<file path="config.mk">
export PLATFORM = sky130hd
export DESIGN_NAME = spi_txn_arbiter
export DESIGN_NICKNAME = d
export VERILOG_FILES = /design/src/rtl/spi_txn_arbiter.sv
export SDC_FILE = /design/constraint.sdc
export NUM_CORES = 1
export LEC_CHECK = 0
export CORE_UTILIZATION = 40
export DETAILED_ROUTE_END_ITERATION = 12
export DONT_BUFFER_PORTS = 1
export PLACE_DENSITY = 0.58
export SYNTH_ARGS = -nofsm -noshare
export SYNTH_HDL_FRONTEND = slang
export SYNTH_SLANG_ARGS = --single-unit
</file>
<file path="constraint.sdc">
create_clock -name clk -period 3.11 [get_ports clk]
set_input_delay 0.622 -clock clk [delete_from_list [all_inputs] [get_ports clk]]
set_output_delay 0.622 -clock clk [all_outputs]
set_load 0.01 [all_outputs]
</file>
<file path="src/rtl/spi_txn_arbiter.sv">
// ============================================================================
//  Module   : spi_txn_arbiter
//  Purpose  : Multi-byte SPI transaction sequencer that shares one single-byte
//             spi_master between two requesters using round-robin arbitration.
//             Drives a per-requester active-low chip select that stays low for
//             the whole burst, framed by programmable setup and hold gaps.
//  Options  : `define SPI_TXN_TIMEOUT_EN adds a per-byte watchdog that aborts
//             a byte after TIMEOUT_CYC cycles without m_new_data (err pulse,
//             no rx_valid, burst closes normally through HOLD).
//  Ports    : clk, rst (async, active-high)
//             req[1:0]          level requests
//             len0/len1         burst length minus one, per requester
//             tx_data0/tx_data1 next byte to send, per requester
//             tx_ready[1:0]     pulse: owner's tx byte consumed
//             rx_data, rx_valid received byte and per-requester valid pulse
//             done[1:0]         pulse: burst finished
//             grant[1:0]        one-hot owner, 0 when idle
//             cs_n[1:0]         active-low chip selects
//             err               watchdog abort pulse (0 without the option)
//             m_start, m_data_in, m_busy, m_new_data, m_data_out: spi_master
//  Revision : 1.0 - initial release
// ============================================================================
`default_nettype none

module spi_txn_arbiter #(
  parameter int LEN_W       = 8,
  parameter int CS_SETUP    = 4,
  parameter int CS_HOLD     = 4,
  parameter int TIMEOUT_CYC = 1024
) (
  input  logic             clk,
  input  logic             rst,
  input  logic [1:0]       req,
  input  logic [LEN_W-1:0] len0,
  input  logic [LEN_W-1:0] len1,
  input  logic [7:0]       tx_data0,
  input  logic [7:0]       tx_data1,
  output logic [1:0]       tx_ready,
  output logic [7:0]       rx_data,
  output logic [1:0]       rx_valid,
  output logic [1:0]       done,
  output logic [1:0]       grant,
  output logic [1:0]       cs_n,
  output logic             err,
  output logic             m_start,
  output logic [7:0]       m_data_in,
  input  logic             m_busy,
  input  logic             m_new_data,
  input  logic [7:0]       m_data_out
);

  localparam int GAP_MAX = (CS_SETUP > CS_HOLD) ? CS_SETUP : CS_HOLD;
  localparam int GAP_W   = $clog2(GAP_MAX + 1);

  typedef enum logic [2:0] {
    ST_IDLE  = 3'd0,
    ST_SETUP = 3'd1,
    ST_ISSUE = 3'd2,
    ST_WAIT  = 3'd3,
    ST_HOLD  = 3'd4
  } state_t;

  state_t             r_state;
  state_t             w_state_next;
  logic [GAP_W-1:0]   r_gap;
  logic [LEN_W-1:0]   r_cnt;
  logic [LEN_W-1:0]   r_len;
  logic               r_owner;
  logic               r_last;
  logic [1:0]         r_grant;
  logic [1:0]         r_cs_n;
  logic [7:0]         r_rx_data;
  logic [1:0]         r_rx_valid;
  logic [1:0]         r_done;

  logic               w_win;
  logic               w_take;
  logic               w_issue;
  logic               w_byte_done;
  logic               w_end;
  logic               w_timeout;
  logic [1:0]         w_owner_oh;

`ifdef SPI_TXN_TIMEOUT_EN
  localparam int WDOG_W = $clog2(TIMEOUT_CYC + 1);
  logic [WDOG_W-1:0]  r_wdog;
  logic               r_err;
`endif

  assign w_owner_oh = r_owner ? 2'b10 : 2'b01;

  // Next-state and strobe decode
  always_comb begin
    w_state_next = r_state;
    w_win        = 1'b0;
    w_take       = 1'b0;
    w_issue      = 1'b0;
    w_byte_done  = 1'b0;
    w_end        = 1'b0;
    w_timeout    = 1'b0;
    case (r_state)
      ST_IDLE: begin
        if (req != 2'b00) begin
          w_take       = 1'b1;
          // On a tie the requester that did not own the last burst wins;
          // with a single request req[1] already names the winner.
          w_win        = (req == 2'b11) ? ~r_last : req[1];
          w_state_next = ST_SETUP;
        end
      end
      ST_SETUP: begin
        if (r_gap == GAP_W'(CS_SETUP - 1)) w_state_next = ST_ISSUE;
      end
      ST_ISSUE: begin
        if (!m_busy) begin
          w_issue      = 1'b1;
          w_state_next = ST_WAIT;
        end
      end
      ST_WAIT: begin
        if (m_new_data) begin
          w_byte_done  = 1'b1;
          // Compare before increment so a full-length burst never wraps
          w_state_next = (r_cnt == r_len) ? ST_HOLD : ST_ISSUE;
        end
`ifdef SPI_TXN_TIMEOUT_EN
        else if (r_wdog == WDOG_W'(TIMEOUT_CYC - 1)) begin
          w_timeout    = 1'b1;
          w_state_next = ST_HOLD;
        end
`endif
      end
      ST_HOLD: begin
        if (r_gap == GAP_W'(CS_HOLD - 1)) begin
          w_end        = 1'b1;
          w_state_next = ST_IDLE;
        end
      end
      default: w_state_next = ST_IDLE;
    endcase
  end

  always_ff @(posedge clk or posedge rst) begin
    if (rst) r_state <= ST_IDLE;
    else     r_state <= w_state_next;
  end

  always_ff @(posedge clk or posedge rst) begin
    if (rst) begin
      r_gap      <= '0;
      r_cnt      <= '0;
      r_len      <= '0;
      r_owner    <= 1'b0;
      r_last     <= 1'b1;
      r_grant    <= 2'b00;
      r_cs_n     <= 2'b11;
      r_rx_data  <= 8'h00;
      r_rx_valid <= 2'b00;
      r_done     <= 2'b00;
    end else begin
      r_rx_valid <= 2'b00;
      r_done     <= 2'b00;

      // Gap timer only runs while dwelling in SETUP or HOLD
      if ((r_state == ST_SETUP || r_state == ST_HOLD) && (w_state_next == r_state))
        r_gap <= r_gap + GAP_W'(1);
      else
        r_gap <= '0;

      if (w_take) begin
        r_owner <= w_win;
        r_len   <= w_win ? len1 : len0;
        r_cnt   <= '0;
        r_grant <= w_win ? 2'b10 : 2'b01;
        r_cs_n  <= w_win ? 2'b01 : 2'b10;
      end

      if (w_byte_done) begin
        r_rx_data  <= m_data_out;
        r_rx_valid <= w_owner_oh;
        if (r_cnt != r_len) r_cnt <= r_cnt + LEN_W'(1);
      end

      if (w_end) begin
        r_cs_n  <= 2'b11;
        r_grant <= 2'b00;
        r_done  <= w_owner_oh;
        r_last  <= r_owner;
      end
    end
  end

`ifdef SPI_TXN_TIMEOUT_EN
  // Watchdog restarts with every issued byte so it is zero on WAIT entry
  always_ff @(posedge clk or posedge rst) begin
    if (rst) begin
      r_wdog <= '0;
      r_err  <= 1'b0;
    end else begin
      r_err <= w_timeout;
      if (w_issue)
        r_wdog <= '0;
      else if (r_state == ST_WAIT)
        r_wdog <= r_wdog + WDOG_W'(1);
    end
  end
  assign err = r_err;
`else
  logic w_unused_timeout;
  assign w_unused_timeout = ^TIMEOUT_CYC ^ w_timeout;
  assign err = 1'b0;
`endif

  // Byte launch is combinational on the ISSUE cycle so tx_data is sampled
  // exactly when the master accepts it.
  assign m_start   = w_issue;
  assign tx_ready  = w_issue ? w_owner_oh : 2'b00;
  assign m_data_in = w_issue ? (r_owner ? tx_data1 : tx_data0) : 8'h00;

  assign rx_data  = r_rx_data;
  assign rx_valid = r_rx_valid;
  assign done     = r_done;
  assign grant    = r_grant;
  assign cs_n     = r_cs_n;

endmodule

`default_nettype wire
</file>
==> impl_metrics.csv <==
group,metric,value,unit
placement,dpl.hpwl,2780,µm
route,post-route-drc-count,0,
route,num_vias,1424,
route,wl_per_cell,13.6,µm
cells_and_area,fin_util,0.450,
sta,fmax,421,MHz
clock_network,clock_latency,0.28,ns
clock_network,cts_sinks,40,
logic_synthesis,ys_ff_latch,40,
logic_synthesis,ys_top_cells_by_count,"nand2_1 (49), dfrtp_1 (37), mux2i_1 (22), nor2_1 (21), o21ai_0 (14)",
logic_synthesis,synth_area_leaders,"dfrtp_1 (45%), mux2i_1 (11%), nand2_1 (9.0%), dfstp_2 (3.9%), nor2_1 (3.9%)",
cells_and_area,fillers,496,
cells_and_area,final_nets,260,
floorplan,rows,25,
worst_setup_path,crit_fanout,11,
cells_and_area,final_layout_size_suffix_gt1_frac,0.0849,
clock_network,cts_root_buffer,"clkbuf_8",
logic_synthesis,synth_edf_count,0,
clock_network,hold_buffers,0,
min_path,hold_path.class,"primary input to async pin",
floorplan,initial_utilization,0.424,
logic_synthesis,ys_warn_count,0,
route,drtAntennaViolNets,0,
cells_and_area,antenna_cells,0,
worst_setup_path,critPathCaptureType,"output port",
clock_network,cts_buffer_depth,2,
sta,setup-violations-final,0,
logic_synthesis,synth_most_common_cell,"nand2_1",
sta,finalCritPeriodShare,0.764,
pwr,power.density,846,nW/µm²
global_route,grt_max_degree,30,
route,first_iter_violations,69,
flow_run,max-cap-violations,0,
logic_synthesis,async_flop_share,1.00,
logic_synthesis,synth_top_cell_area_share,0.453,
clock_network,postCtsSetupRepairBufs,0,
global_route,antenna_found_initial,0,
floorplan,fp.dieH,73.5,µm
floorplan,fp.coreArea,4820,µm²
global_route,grt_pass1_vias,1351,
floorplan,ioPinCount,74,
sta,finalCriticalPeriod,2.38,ns
global_route,track_usage,0.152,
sta,rsz0062_at_grt,"no",
global_route,overflow,0,
pwr,p_leak,1.08,nW
worst_setup_path,crit_arrival,1.75,ns
sta,tns,0,ns
placement,gp_congestion,0.777,
sta,skew,0.0110,ns
clock_network,path_clk_slew,0.07,ns
worst_setup_path,cp-start-kind,"flip-flop",
run_status,status,"finished clean",
clock_network,cts_tree,"built",
logic_synthesis,netlist_instances,214,
sta,slew_violations,0,
sta,tightest_slew,0.776,ns
placement,io_buffer_count,0,
route,wl,3790,µm
pwr,vdd_ir_drop_max,0.000439,V
sta,slew_headroom,0.482,
worst_setup_path,critPathKind,"flip-flop to output port",
clock_network,ctsResizeCount,0,
logic_synthesis,syn_nets,263,
floorplan,dieArea,5400,µm²
logic_synthesis,synth_flop_cell,"dfrtp_1",
logic_synthesis,avgSynthCellArea,9.55,µm²
logic_synthesis,yosys.area.top_type,"dfrtp_1",
clock_network,cts_made_buffers,5,
route,via_per_inst,5.10,
floorplan,die_w,73.5,µm
clock_network,cts.htree.levels,2,
worst_setup_path,cp.required,2.49,ns
cells_and_area,syn2layout_area_growth,5.94,%
sta,finalHoldViolCount,0,
route,first_pass_iters,4,
logic_synthesis,netlist_area,2040,µm²
global_route,grt_pass1_wl,6260,µm
logic_synthesis,yosysUniqueCellTypes,38,
logic_synthesis,seq_area_frac_synth,0.491,
==> layer usage <==
layer	wire length (µm)	share of wire	GRT usage
met3	260	0.069	0.0425
met2	1710	0.45	0.230
met4	29	0.0076	0.0449
met1	1800	0.47	0.210
met5	0	0	0
==> layout by cell type (no fill, tap or decap), types with 5 or more instances in the layout <==
| cell type | n |
|---|---|
| xnor2_1 | 8 |
| dfrtp_1 | 37 |
| nand3_1 | 7 |
| o21ai_0 | 14 |
| nor2_1 | 21 |
| mux2i_1 | 22 |
| inv_1 | 5 |
| clkbuf_8 | 5 |
| nand2_1 | 49 |
==> critical path, cell delays in order (launching register included) <==
cell     delay, ns
dfrtp_1       0.47
or4b_1        0.73
nor2_1        0.27
==> worst paths after layout <==
check / slack, ns / depth (start not counted) / start / to
worst max-delay path: 0.73 / 2 / r_state[2] / m_data_in[1]
worst min-delay path: 0.37 / 1 / rst / r_state[0]
worst max register to register: 1.22 / 3 / r_state[2] / r_cnt[0]
worst min register to register: 0.44 / 1 / r_gap[0] / r_gap[0]
max in group asynchronous: 2.02 / 2 / rst / cs_n[0]
min in group clk: 0.44 / 1 / r_gap[0] / r_gap[0]
==> cell type report <==
type,instances,area (µm²),share of cell area
tap,67,83.8,0.0387
clock buffer,7,76.3,0.0352
sequential,40,1000,0.464
clock inverter,1,5.00,0.00231
inverter,5,18.8,0.00867
timing repair buffer,3,22.5,0.0104
multi-input combinational,156,955,0.441
==> metrics by stage <==
| step | power, mW | cells | hold WS, ns | instance area, µm² | setup WS [ns] |
|---|---|---|---|---|---|
| CTS | 1.86 | 279 | 0.393 | 2170 | 0.712 |
| finish | 1.83 | 279 | 0.371 | 2170 | 0.735 |
| detailed placement | 1.53 | 271 | 0.433 | 2080 | 0.943 |
| global route | 1.99 | 279 | 0.439 | 2170 | 0.634 |
| global placement | 1.51 | 271 | 0.425 | 2080 | 0.965 |
| floorplan | 1.42 | 214 | 0.410 | 2040 | 1.02 |
==> registers in the layout (all words and copies together) (netlist names) <==
name / cells
r_cnt: 8
r_len: 8
rx_data: 8
r_gap: 3
r_state: 3
cs_n: 2
done: 2
grant: 2
rx_valid: 2
r_last: 1
r_owner: 1
==> logic make-up (layout without fill, tap and decap cells) <==
logic type / Yosys count / in the layout / synth area share
buffers and inverters: 18 / 16 / 0.0416
muxes: 23 / 23 / 0.119
DFF: 40 / 40 / 0.491
xor gates and xnor gates: 9 / 9 / 0.0422
AOI/OAI and AO/OA: 28 / 28 / 0.0857
and+or+nand+nor: 92 / 92 / 0.200
adders and majority gates: 3 / 3 / 0.0184
other: 1 / 1 / 0.00183
==> power breakdown <==
group | total (mW) | switching [mW] | internal (mW)
clock network | 0.322 | 0.165 | 0.157
registers | 0.937 | 0.228 | 0.710
logic | 0.572 | 0.317 | 0.255
total | 1.83 | 0.710 | 1.12
No activity file was read; power rests on OpenSTA's default activity.
